`src/rtl/demux1_8_collect_if.sv`:
```
// Bus bundle for the 1:8 collecting demultiplexer.
// The master side presents serial bits with their destination index;
// the slave side (the collector) returns the live slots, the fill mask
// and the reassembled word with its strobes.
interface demux1_8_collect_if #(
  parameter int SEL_W = 3
);
  localparam int N = 1 << SEL_W;

  logic             din;
  logic             din_valid;
  logic [SEL_W-1:0] sel;
  logic             clr;
  logic [N-1:0]     slots;
  logic [N-1:0]     filled;
  logic [N-1:0]     dout;
  logic             dout_valid;
  logic             dup_err;
  logic             busy;

  modport master (
    output din, din_valid, sel, clr,
    input  slots, filled, dout, dout_valid, dup_err, busy
  );

  modport slave (
    input  din, din_valid, sel, clr,
    output slots, filled, dout, dout_valid, dup_err, busy
  );
endinterface

```
`src/rtl/demux1_8_collect.sv`:
```
// 1:8 registered demultiplexer that steers each serial bit into the
// position named by its select, and publishes the rebuilt word with a
// one-cycle strobe once every position of the frame has been written.
module demux1_8_collect #(
  parameter int SEL_W = 3
) (
  input  logic               clk,
  input  logic               rst_n,
  demux1_8_collect_if.slave  bus
);
  localparam int N = 1 << SEL_W;

  typedef enum logic {IDLE, COLLECT} state_t;

  state_t         state_q;
  logic [N-1:0]   slots_q;
  logic [N-1:0]   filled_q;
  logic [N-1:0]   dout_q;
  logic           dout_valid_q;
  logic           dup_err_q;

  logic           write;
  logic [N-1:0]   onehot;
  logic [N-1:0]   slots_d;
  logic [N-1:0]   filled_d;
  logic           dup;
  logic           complete;

  // Decode the incoming write: clr wins over data, and completion is
  // judged on the mask as it would look including this write.
  always_comb begin
    write    = bus.din_valid & ~bus.clr;
    onehot   = N'(1) << bus.sel;
    slots_d  = slots_q;
    if (write) begin
      slots_d[bus.sel] = bus.din;
    end
    filled_d = filled_q | onehot;
    dup      = write & filled_q[bus.sel];
    complete = write & (&filled_d);
  end

  // Frame state machine with registered slots, mask, word and strobes.
  always_ff @(posedge clk or negedge rst_n) begin
    if (!rst_n) begin
      state_q      <= IDLE;
      slots_q      <= '0;
      filled_q     <= '0;
      dout_q       <= '0;
      dout_valid_q <= 1'b0;
      dup_err_q    <= 1'b0;
    end else begin
      dout_valid_q <= 1'b0;
      dup_err_q    <= 1'b0;
      if (bus.clr) begin
        filled_q <= '0;
        state_q  <= IDLE;
      end else if (bus.din_valid) begin
        slots_q   <= slots_d;
        dup_err_q <= dup;
        if (complete) begin
          dout_q       <= slots_d;
          dout_valid_q <= 1'b1;
          filled_q     <= '0;
          state_q      <= IDLE;
        end else begin
          filled_q <= filled_d;
          state_q  <= COLLECT;
        end
      end
    end
  end

  assign bus.slots      = slots_q;
  assign bus.filled     = filled_q;
  assign bus.dout       = dout_q;
  assign bus.dout_valid = dout_valid_q;
  assign bus.dup_err    = dup_err_q;
  assign bus.busy       = (state_q == COLLECT);

endmodule

```
`src/flat_wrapper.sv`:
```
// flat-port wrapper written by rule: the top's interface ports become plain ports
module demux1_8_collect_flat 
#(
  parameter int SEL_W = 3
)
  (clk, rst_n, bus_din, bus_din_valid, bus_sel, bus_clr, bus_slots, bus_filled, bus_dout, bus_dout_valid, bus_dup_err, bus_busy);
  demux1_8_collect_if #(.SEL_W(SEL_W)) bus_i ();
  input  logic clk;
  input  logic rst_n;
  input wire logic [$bits(bus_i.din)-1:0] bus_din;
  input wire logic [$bits(bus_i.din_valid)-1:0] bus_din_valid;
  input wire logic [$bits(bus_i.sel)-1:0] bus_sel;
  input wire logic [$bits(bus_i.clr)-1:0] bus_clr;
  output wire logic [$bits(bus_i.slots)-1:0] bus_slots;
  output wire logic [$bits(bus_i.filled)-1:0] bus_filled;
  output wire logic [$bits(bus_i.dout)-1:0] bus_dout;
  output wire logic [$bits(bus_i.dout_valid)-1:0] bus_dout_valid;
  output wire logic [$bits(bus_i.dup_err)-1:0] bus_dup_err;
  output wire logic [$bits(bus_i.busy)-1:0] bus_busy;
  assign bus_i.din = bus_din;
  assign bus_i.din_valid = bus_din_valid;
  assign bus_i.sel = bus_sel;
  assign bus_i.clr = bus_clr;
  assign bus_slots = bus_i.slots;
  assign bus_filled = bus_i.filled;
  assign bus_dout = bus_i.dout;
  assign bus_dout_valid = bus_i.dout_valid;
  assign bus_dup_err = bus_i.dup_err;
  assign bus_busy = bus_i.busy;
  demux1_8_collect #(.SEL_W(SEL_W)) u_core (.clk(clk), .rst_n(rst_n), .bus(bus_i));
endmodule
```
`config.mk`:
```
export PLATFORM = sky130hd
export DESIGN_NAME = demux1_8_collect_flat
export DESIGN_NICKNAME = d
export VERILOG_FILES = /design/src/rtl/demux1_8_collect_if.sv /design/src/rtl/demux1_8_collect.sv /design/src/flat_wrapper.sv
export SDC_FILE = /design/constraint.sdc
export NUM_CORES = 1
export LEC_CHECK = 0
export CORE_UTILIZATION = 47
export CTS_CLUSTER_SIZE = 30
export DETAILED_ROUTE_END_ITERATION = 8
export PLACE_DENSITY = 0.78
export SLEW_MARGIN = 40
export SYNTH_ARGS = -nofsm -noshare
export SYNTH_HDL_FRONTEND = slang
export SYNTH_SLANG_ARGS = --single-unit
```
`constraint.sdc`:
```
create_clock -name clk -period 2.3 [get_ports clk]
set_clock_uncertainty 0.2 [all_clocks]
set_input_delay 0.575 -clock clk [delete_from_list [all_inputs] [get_ports clk]]
set_output_delay 0.575 -clock clk [all_outputs]
set_load 0.005 [all_outputs]
```
# --- Word-level counts from Yosys, hierarchy flattened ---
# Cells that the tools add are included.
word_totals:
  register_bits: 27
  latch_bits: 0
  ramBits: 0
  mem_bits_ro: 0
  in_bits: 8
  output_inout_bits: 27
  wordCells: 36
  n_memories: 0
op_classes:
  addsub: 0
  mul: 0
  n_div: 0
  order_cmp: 2
  eq_ne: 0
  shift: 1
  muxes: 17
  bitwise_logic: 5
  reduce_logical: 5
op_table:
  columns: ["cell", "n"]
  rows:
  - ["$mux 8", 4]
  - ["$mux 1", 10]
  - ["$bwmux 8", 1]
  - ["$or 8x8->8", 1]
  - ["$reduce_and 8->1", 1]
  - ["$shl 1x3->8 const A", 1]
  - ["$lt 3x4->1 const B", 1]
  - ["$and 1x1->1", 3]
  - ["$bmux 1 s3", 1]
  - ["$demux 1 s3", 1]
  - ["$ge 3x1->1 const B", 1]
  - ["$reduce_and 3->1", 1]
  - ["$reduce_and 2->1", 1]
  - ["$reduce_bool 2->1", 1]
  - ["$logic_and 1x1->1", 1]
  - ["$not 1->1", 1]

# --- Depth between registers and ports, before layout ---
logic_depth:
  depth_word: 7
  mapped_depth: 7
  depth_no_buf: 5

# --- Least setup slack after synthesis ---
# Ideal clock, no wire load.
synth_path:
  path_type: "input to register"
  start: "input port bus_sel[0]"
  end: "register u_core.dout_q[0] (netlist: u_core.bus.dout[0])"
  arrival_ns: 1.867
  slack_ns: 0.108
  path_stages: 7
  path_cell_list: "buf_2 -> nand2b_1 -> o21ai_1 -> and4_4 -> nor2b_4 -> buf_6 -> mux2_4"
synth_between:
  elab_chain_len: 6
  elab_cells_between_ends: 12
  classes_between: "order compare: 2; shift: 1; mux: 4; bitwise: 2; reduce/logical: 3"
synth_rtl:
  columns: ["item", "line_no", "rtl"]
  rows:
  - ["from (decl)", "flat_wrapper.sv:12", "input wire logic [$bits(bus_i.sel)-1:0] bus_sel;"]
  - ["$lt 3x4->1 (not written as such) / $ge 3x1->1 (equally long branches)", "demux1_8_collect.sv:36", "slots_d[bus.sel] = bus.din;"]
  - ["$logic_and 1x1->1 (not written as such)", "demux1_8_collect.sv:36", null]
  - ["$mux 1 (not written as such)", "demux1_8_collect.sv:36", null]
  - ["$demux 1 s3", null, null]
  - ["$bwmux 8", "demux1_8_collect.sv:36", null]
  - ["$mux 8", "demux1_8_collect.sv:35", "if (write) begin"]
  - ["to (signal assigned)", "demux1_8_collect.sv:62", "dout_q <= slots_d;"]
  - ["to (decl)", "demux1_8_collect.sv:18", "logic [N-1:0] dout_q;"]
# Parallel ways exist; a longest one is shown, timed or not.
# A chain may end at the register's enable or synchronous reset.

# --- Worst setup path after layout ---
layout_path:
  start: "input port bus_clr"
  end: "register u_core.dout_q[1] (netlist: u_core.bus.dout[1])"
layout_between:
  elab_chain_len: 4
  elab_cells_between_ends: 5
  classes_between: "mux: 1; bitwise: 3; reduce/logical: 1"
layout_rtl:
  columns: ["item", "line_no", "rtl"]
  rows:
  - ["from (decl)", "flat_wrapper.sv:13", "input wire logic [$bits(bus_i.clr)-1:0] bus_clr;"]
  - ["$not 1->1 (no source line) (*)", null, null]
  - ["$and 1x1->1", "demux1_8_collect.sv:32", "write = bus.din_valid & ~bus.clr;"]
  - ["$and 1x1->1", "demux1_8_collect.sv:40", "complete = write & (&filled_d);"]
  - ["$reduce_and 3->1 (no source line)", null, null]
# Every way passes the cells marked *; elsewhere a longest branch is shown, timed or not.

==> impl_metrics.ini <==
[sta]
period_share_pct = 92.67
fin_crit_ns = 2.131
rsz0062_at_grt = no
slew_violations = 0
fmax_ghz = 0.4692
tightestPinTransition_ns = 0.3336
setup_viol = 0
setup_ws_ns = 0.1686
hold_viol_final = 0
slew_headroom_pct = 77.76

[clock_tree]
cts_tree = done
clkTransAtPathRegs_ns = 0.14
post-cts-setup-buffers = 0
clk_latency_ns = 0.32
htreeDepth = 1
clk_path_buf_depth = 2
cts.sinks = 27
ctsHoldBuffers = 0
cts-buffers-inserted = 3
clockRootBuffer = clkbuf_4

[critical_path]
rrSetupSlack_ns = 0.33
reg2reg_depth = 6
path_delay_family = multiplexers
cp.required_ns = 2.32
critical_path_class = primary input to flip-flop
slowest_delay_ns = 0.45
worst_ep_arrival_time_ns = 2.15
cp-end-kind = flip-flop
rr_endpoint = u_core.bus.dout[6]
worstPathCellList = clkdlybuf4s50_1, nand2b_1, nor3_1, mux2_2, mux2_4
worst_setup_path_start_kind = primary input
path_max_fanout = 5
crit_buf_inv = 1
slowest_stage = clkdlybuf4s50_1
rr_startpoint = u_core.bus.filled[4]

[cells_and_area]
fill_cells = 189
final_area_um2 = 1800
syn2layout_area_growth_pct = 41.08
nNetsFinal = 160
n_antenna_cell = 0
layout-drive-gt1-share_pct = 29.80

[synthesis]
async_flop_share_pct = 100.0
synth.avg_cell_area_um2 = 12.89
yosysWarningCount = 0
synth_ff_type = dfrtp_1
synthesis.nets = 107
synth_edf_count = 0
ys_top_cells_by_count = dfrtp_1 (27), nor2_1 (11), mux2_4 (9)
synth.most_common_cell = dfrtp_1
synth-seq-cells = 27
netlist_instances = 99
ys_seq_area_share_pct = 52.94
yosys.area.top_type = dfrtp_1
yosys-top-cells-area = dfrtp_1 (53%), mux2_4 (11%), mux2_2 (7.1%), o21a_1 (4.7%), mux4_2 (3.5%)
synth_area_um2 = 1276
ys_types = 23
synth_top_area_share_pct = 52.94

[global_route]
overflow = 0
grt_use_total_pct = 20.47
grt_pass1_wl_um = 4064
grt_max_degree = 28
grt_pass1_vias = 874
antenna_found_initial = 0

[drt]
postRouteAntennaNets = 0
drt-total-wl_um = 2741
routed-wl-met2_um = 1339
wl_met1_um = 1311
highest_layer = met4
vias = 954
routed_via_density = 5.271
wl_met3_um = 69
drc = 0
routedWlPerCell_um = 15.14
drt_pass1_iterations = 4
dr.first_iter.drc_count = 11

[hold_path]
min_from = u_core.bus.busy
hold_end = u_core.bus.busy
hp-class = flip-flop to flip-flop
holdPathStages = 1

[die]
dieArea_um2 = 2928
start_util_pct = 50.60
core-area_um2 = 2522
pin_count = 35
rows = 18
fp.dieW_um = 54.11
die_y_um = 54.11

[placed_design]
dpl_worst_slack_ns = -0.3924
gp_congestion = 0.8809
dpl-instance-area_um2 = 1773
portBuffers = 34
post-dp-hpwl_um = 2051

[pwr]
ir_drop_mv = 0.5278
finalPower_w = 0.0009505
p_per_area_nw_per_um2 = 527.9
power_leakage_nw = 0.7955

[flow_run]
maxCapViolCount = 0

[outcome]
status = finished, final reports clean
==> cell families (layout without fill, tap and decap cells) <==
family	Yosys count	in the layout	share of synthesized area (%)
buffers and inverters	5	57	2.843
muxes	23	23	24.31
DFF	27	27	52.94
AOI/OAI and AO/OA	14	14	7.746
and+or+nand+nor	30	30	12.16
==> layer usage <==
metal / up-vias / GRT usage (%)
met2: 16 / 32.92
li1: 456 / -
met5: - / 0
met3: 2 / 3.390
met4: 0 / 7.692
met1: 480 / 27.53
==> power breakdown <==
part | switching (W) | internal [W] | total (W)
clock | 0.000136 | 0.0000651 | 0.000201
combinational | 0.0000795 | 0.000133 | 0.000212
sequential | 0.0000244 | 0.000513 | 0.000538
==> stage by stage <==
step | instances | setup TNS, ns | util, % | hold slack [ns]
after floorplan | 99 | 0 | - | 0.07941
after global placement | 177 | -6.132 | 70.29 | 0.2652
after detailed placement | 177 | -6.255 | 70.29 | 0.2745
after CTS | 181 | 0 | 71.38 | 0.3160
after global routing | 181 | 0 | 71.38 | 0.3284
final | 181 | 0 | 71.38 | 0.3089
==> worst max-delay path by stage <==
stage / slack, ns / start / cells after the start / to
after global placement: -0.39 / bus_sel[0] / 7 / u_core.bus.dout[6]
final: 0.17 / bus_clr / 5 / u_core.bus.dout[1]
after detailed placement: -0.39 / bus_sel[0] / 7 / u_core.bus.dout[5]
after global routing: 0.08 / bus_din_valid / 5 / u_core.bus.dout[1]
after floorplan: 0.11 / bus_sel[0] / 7 / u_core.bus.dout[0]
after CTS: 0.19 / bus_clr / 5 / u_core.bus.dout[1]
==> area by class of cell <==
class	count	area (µm²)	area share, %
flip-flops and latches	27	675.6	37.53
repair buffers	53	495.5	27.52
well taps	30	37.54	2.085
clock buffers	3	22.52	1.251
clock inverters	1	5.005	0.2780
multi-input cells	67	564.3	31.34
==> worst register-to-register path, stage by stage, from the launching register on <==
cell and delay, ns:
dfrtp_1 0.45, mux2_4 0.28, a22o_1 0.21, and4_4 0.17, nor2b_4 0.13, buf_12 0.14
mux2_4 0.30
==> layout by cell type (no fill, tap or decap), drive strengths merged, types with 3 or more instances in the layout <==
master,instances
clkdlybuf4s50,31
dfrtp,27
buf,19
mux2,17
nor2,11
o21a,8
nand2,5
nor3,5
nand2b,4
mux2i,4
clkbuf,3
dlygate4sd2,3
o21ai,3
==> repair_timing <==
item | 4_1_cts | 5_1_grt
hold endpoints to repair | 0 | 0
gates resized for setup | 4 | 0
endpoints found under the setup margin | 8 | 0
==> sequential cells by signal, indices dropped and copies added (netlist names) <==
signal                 count
u_core.bus.busy            1
u_core.bus.dout            8
u_core.bus.dout_valid      1
u_core.bus.dup_err         1
u_core.bus.filled          8
u_core.bus.slots           8
No activity file was read; power rests on OpenSTA's default activity.
==> patch 1, RTL diff (same settings) <==
Make the reset (`rst_n`) synchronous in one clocked block.
--- a/src/rtl/demux1_8_collect.sv
+++ b/src/rtl/demux1_8_collect.sv
@@ -41,7 +41,7 @@
   end
 
   // Frame state machine with registered slots, mask, word and strobes.
-  always_ff @(posedge clk or negedge rst_n) begin
+  always_ff @(posedge clk) begin
     if (!rst_n) begin
       state_q      <= IDLE;
       slots_q      <= '0;
Function: differs if rst_n is asserted again (counterexample within 4 cycles, from zero or initial values and one cycle with rst_n low); with rst_n held inactive, the same outputs for 10 cycles.
==> patch 1 against the original RTL <==
Critical endpoint is now u_core.bus.dout[4]. Sequential share of layout area is 6.9 points lower. Largest cell class is now multi-input combinational cells. Sequential cell count is the same. Area after synthesis down 0.29%. Count of clock-buffer cells in the layout rose by 1. Non-clock buffer count stayed put. Final area decreased by 2.1%. Worst setup slack worse by 47 ps. Cell count up 18%. Routed wire length increased by 9.1%.
Power is not compared: it rests on default switching activity, and its combinational part moved more than twofold at a synthesized area within 25%.
==> patch 1: results (changes against the original RTL) <==
| Metric | Value |
|---|---|
| Status | `finished clean` |
| HPWL after DPL | `2200 um (+7.2%)` |
| Vias in the first global route | `1,065 (+22%)` |
| Largest net degree at the start of global routing | `19 (-32%)` |
| Fin nets | `193 (+21%)` |
| Post-synth ARST share | `0% (-100 points)` |
| Avg WL per Cell | `14.0 um (-7.7%)` |
| Reg-to-reg endpoint | `u_core.bus.dout[4]` |
| GRT Total Usage | `22.6% (+2.1 points)` |
| Post-Synthesis Cells | `138 (+39%)` |
| Initial DRC count | `18 (+7)` |
| GP Congestion | `0.861 (-2.3%)` |
| Hold_sp | `u_core.bus.busy` |
| FF-to-FF setup slack | `550 ps (+220 ps)` |
| Hold_ws | `291 ps (-18.2 ps)` |
| Worst hold endpoint | `u_core.bus.busy` |
| Met3 wire length | `154 um (+120%)` |
| First-pass GRT wire length | `4750 um (+17%)` |
| Relative slew slack | `66.7% (-11 points)` |
| Worst path top cell family by delay | `buffers and inverters` |
| Fillers | `222 (+17%)` |
| Post-synthesis cell type count | `32 (+39%)` |
| Register-to-Register Path Depth | `5 (-1)` |
| Max incr delay on CP | `480 ps (+30 ps)` |
| Via density | `5.54 (+5.1%)` |
| Hold path depth | `2 (+1)` |
| Vias | `1,185 (+24%)` |
| Syn nets | `146 (+36%)` |
| Seq/Total Area, Yosys | `42.5% (-10 points)` |
| Reg2Reg Launch Point | `u_core.bus.filled[7]` |
| Critical path peak fanout | `9 (+4)` |
| Leading post-synthesis cells by cell area | `dfxtp_1, mux2_2, mux2i_1` |
| Share of post-route cells with drive strength above 1 | `17.9% (-12 points)` |
| Commonest cells in the netlist | `dfxtp_1, nand2_1, nand3_1, nor3_1` |
| Inst Count DP | `210 (+19%)` |
| Metal2 WL | `1490 um (+11%)` |
## patch 1: where the power goes
group	leakage [nW]	switching, mW	internal, mW
registers	0.218	0.00411	0.472
clock network	0.0150	0.137	0.0679
logic	0.467	0.0451	0.0480
## patch 1: worst reg2reg max path, cell delays in order, from the launching register on
cell     delay (ps)
dfxtp_1         440
o21ai_0         120
a21oi_1         190
and3_1          220
buf_12          150
mux2_2          340
## patch 1: how the worst max path moves through the flow
stage,from,endpoint,slack (ps),cells after the start
3_5_place_dp,bus_sel[1],u_core.bus.dout[4],-450,7
4_1_cts,bus_din_valid,u_core.bus.dout[4],90,7
3_3_place_gp,bus_sel[1],u_core.bus.dout[4],-400,7
2_1_floorplan,bus_din_valid,u_core.bus.dout[7],110,9
6_report,bus_din_valid,u_core.bus.dout[4],120,7
5_1_grt,bus_din_valid,u_core.bus.dout[3],40,7
## patch 1: routing by layer
layer	GRT usage [%]	vias up
li1	-	579
met1	28.8	566
met2	39.1	36
met3	3.39	4
met4	6.41	0
met5	0	-
## patch 1: layout make-up
class	count	area [um2]	share of cell area [%]
flip-flops and latches	27	541	30.7
multi-input cells	99	651	36.9
inverters	1	3.75	0.213
clock buffers	4	26.3	1.49
repair buffers	53	504	28.6
well taps	30	37.5	2.13
## patch 1: through the flow
stage | instance area (um2) | power (mW) | setup slack, ps
after floorplan | 1270 | 0.533 | 108
after global placement | 1730 | 0.578 | -402
after detailed placement | 1730 | 0.579 | -452
after CTS | 1760 | 0.777 | 89.9
after global routing | 1760 | 0.807 | 35.0
final | 1760 | 0.775 | 121
## patch 1: cell families (layout without fill, tap and decap cells)
kind of cell	count (synthesis)	in the layout	synth area share (%)
AOI/OAI and AO/OA	20	20	9.54
DFF	27	27	42.5
and+or+nand+nor	63	63	27.2
buffers and inverters	12	58	6.98
muxes	16	16	13.8
==> patch 2, RTL diff (same flow settings) <==
Without the edit above. `SEL_W` is set to 3 in 3 places; all go to 5.
--- a/src/rtl/demux1_8_collect_if.sv
+++ b/src/rtl/demux1_8_collect_if.sv
@@ -3,7 +3,7 @@
 // the slave side (the collector) returns the live slots, the fill mask
 // and the reassembled word with its strobes.
 interface demux1_8_collect_if #(
-  parameter int SEL_W = 3
+  parameter int SEL_W = 5
 );
   localparam int N = 1 << SEL_W;
 
--- a/src/rtl/demux1_8_collect.sv
+++ b/src/rtl/demux1_8_collect.sv
@@ -2,7 +2,7 @@
 // position named by its select, and publishes the rebuilt word with a
 // one-cycle strobe once every position of the frame has been written.
 module demux1_8_collect #(
-  parameter int SEL_W = 3
+  parameter int SEL_W = 5
 ) (
   input  logic               clk,
   input  logic               rst_n,
--- a/src/flat_wrapper.sv
+++ b/src/flat_wrapper.sv
@@ -1,7 +1,7 @@
 // flat-port wrapper written by rule: the top's interface ports become plain ports
 module demux1_8_collect_flat 
 #(
-  parameter int SEL_W = 3
+  parameter int SEL_W = 5
 )
   (clk, rst_n, bus_din, bus_din_valid, bus_sel, bus_clr, bus_slots, bus_filled, bus_dout, bus_dout_valid, bus_dup_err, bus_busy);
   demux1_8_collect_if #(.SEL_W(SEL_W)) bus_i ();
Interface: changed (resized bus_dout, bus_filled, bus_sel and bus_slots); port bits go from 35 to 109. No check against the original RTL was run, so the function may have changed too.
==> patch 2 against the original RTL <==
Critical path type unchanged. Routed wire length increased to 5.6 times the old value. Largest power group unchanged. Area after synthesis increased to 3.7 times the old value. Cell count increased to 4.1 times the old value. Sequential share of layout area decreased by 4.3 points. Non-clock buffer count increased by 169. Worst hold slack improved by 2.4 ps. Worst setup slack got worse by 450 ps. Final area increased to 4.1 times the old value. Sequential power increased to 3.5 times the old value. Critical endpoint is now u_core.bus.dout[10]. Sequential cell count increased by 72. The run now ends with negative setup slack left. First-iteration DRC count increased to 25 times the old value. Fmax decreased by 18%. Total power increased to 4.1 times the old value.
==> patch 2: results (changes against the original RTL) <==
| Metric | Value |
|---|---|
| Status | `complete, but fails checks` |
| Failing checks | `negative setup slack` |
| Worst hold endpoint | `u_core.bus.dout[21]` |
| FF-to-FF setup slack | `-110 ps (-440 ps)` |
| Crit path launch | `bus_sel[3]` |
| Pleak | `3.34 nW (+320%)` |
| Metal2 WL | `7410 um (+450%)` |
| Pre-CTS WS | `-1190 ps (-794 ps)` |
| Final setup fails | `65 (+65)` |
| Post-synth ARST share | `100% (unchanged)` |
| Port bufs | `108 (+220%)` |
| Placed inst area | `6690 um2 (+280%)` |
| DRT Pass-1 Iters | `5 (+1)` |
| Post-Synthesis Cells | `407 (+310%)` |
| GRT Total Usage | `31.3% (+11 points)` |
| Fillers | `628 (+230%)` |
| H-tree levels | `3 (+2)` |
| Register-to-Register Path Depth | `8 (+2)` |
| Met3 usage | `6.57% (+3.2 points)` |
| GP Congestion | `0.921 (+4.6%)` |
| Maximum vdd drop | `0.348 mV (-34%)` |
| Initial DRC count | `273 (+262)` |
| Inst Count DP | `710 (+300%)` |
| Clock transition at path regs | `100 ps (-40 ps)` |
| Vias in the first global route | `4,413 (+400%)` |
| Reg2Reg Launch Point | `u_core.bus.filled[6]` |
| Met3 wire length | `1380 um (+1900%)` |
| Via density | `5.67 (+7.5%)` |
| Hold_ws | `311 ps (+2.41 ps)` |
| N_diodes | `0 (unchanged)` |
| P_seq | `1.87 mW (+250%)` |
| Seq/Total Area, Yosys | `52.2% (-0.74 points)` |
| Setup TNS Final | `-16,430 ps (-16,430 ps)` |
| Post-synthesis cell type count | `45 (+96%)` |
| Share of post-route cells with drive strength above 1 | `38.1% (+8.3 points)` |
| Switching power | `0.954 mW (+300%)` |
| Largest net degree at the start of global routing | `41 (+46%)` |
| Cts repair resizes | `76 (+72)` |
| Hold_sp | `u_core.bus.dout[21]` |
| Critical path peak fanout | `8 (+3)` |
| Worst Path Arrival | `2650 ps (+500 ps)` |
| Comb power | `0.668 mW (+220%)` |
| CP endpoint | `u_core.bus.dout[10]` |
| Clock Power | `1.40 mW (+600%)` |
| Met1 wire length | `6120 um (+370%)` |
| Layout area overhead | `57.2%` |
| Min-Delay Path Class | `register to register` |
| Fin nets | `621 (+290%)` |
| Post-CTS Setup Inserts | `15 (+15)` |
| HPWL after DPL | `10,200 um (+400%)` |
| Relative slew slack | `59.5% (-18 points)` |
| Syn nets | `417 (+290%)` |
| Root Driver | `clkbuf_8` |
| First-pass GRT wire length | `24,000 um (+490%)` |
| Vias | `4,244 (+340%)` |
| Commonest cells in the netlist | `dfrtp_1, nor2_1, mux2_2, nand2_1, mux2_1` |
| Worst setup margin | `-286 ps (-455 ps)` |
| Leading post-synthesis cells by cell area | `dfrtp_1, mux2_2, mux2_1` |
## patch 2: changes by cell type after synthesis, moves of 21 or more
cell,unedited run,this run
mux2_1,0,26
nand2_1,5,35
nand3_1,0,21
nor2_1,11,45
dfrtp_1,27,99
mux2_2,8,39
a21oi_1,0,25
## patch 2: cell families after synthesis
kind of cell,count (synthesis),synth area share (%)
AO/OA/AOI/OAI,52,7.01
buffers and inverters,31,3.80
flip-flops,99,52.2
multiplexers,76,20.4
AND/OR/NAND/NOR,149,16.6
## patch 2: cell type report
class                   instances  area share (%)
flip-flops and latches         99            33.2
multi-input cells             277            31.2
repair buffers                222            29.8
clock inverters                 5            1.44
well taps                     133            2.23
inverters                       2           0.101
clock buffers                  11            2.03
## patch 2: worst max-delay path, cell delays in order
cell	delay, ps
buf_6	100
buf_12	130
buf_8	140
nor4bb_4	270
o21ai_2	70
a32oi_1	240
nand4_2	200
nor4_4	260
buf_6	190
buf_12	160
mux2_4	310
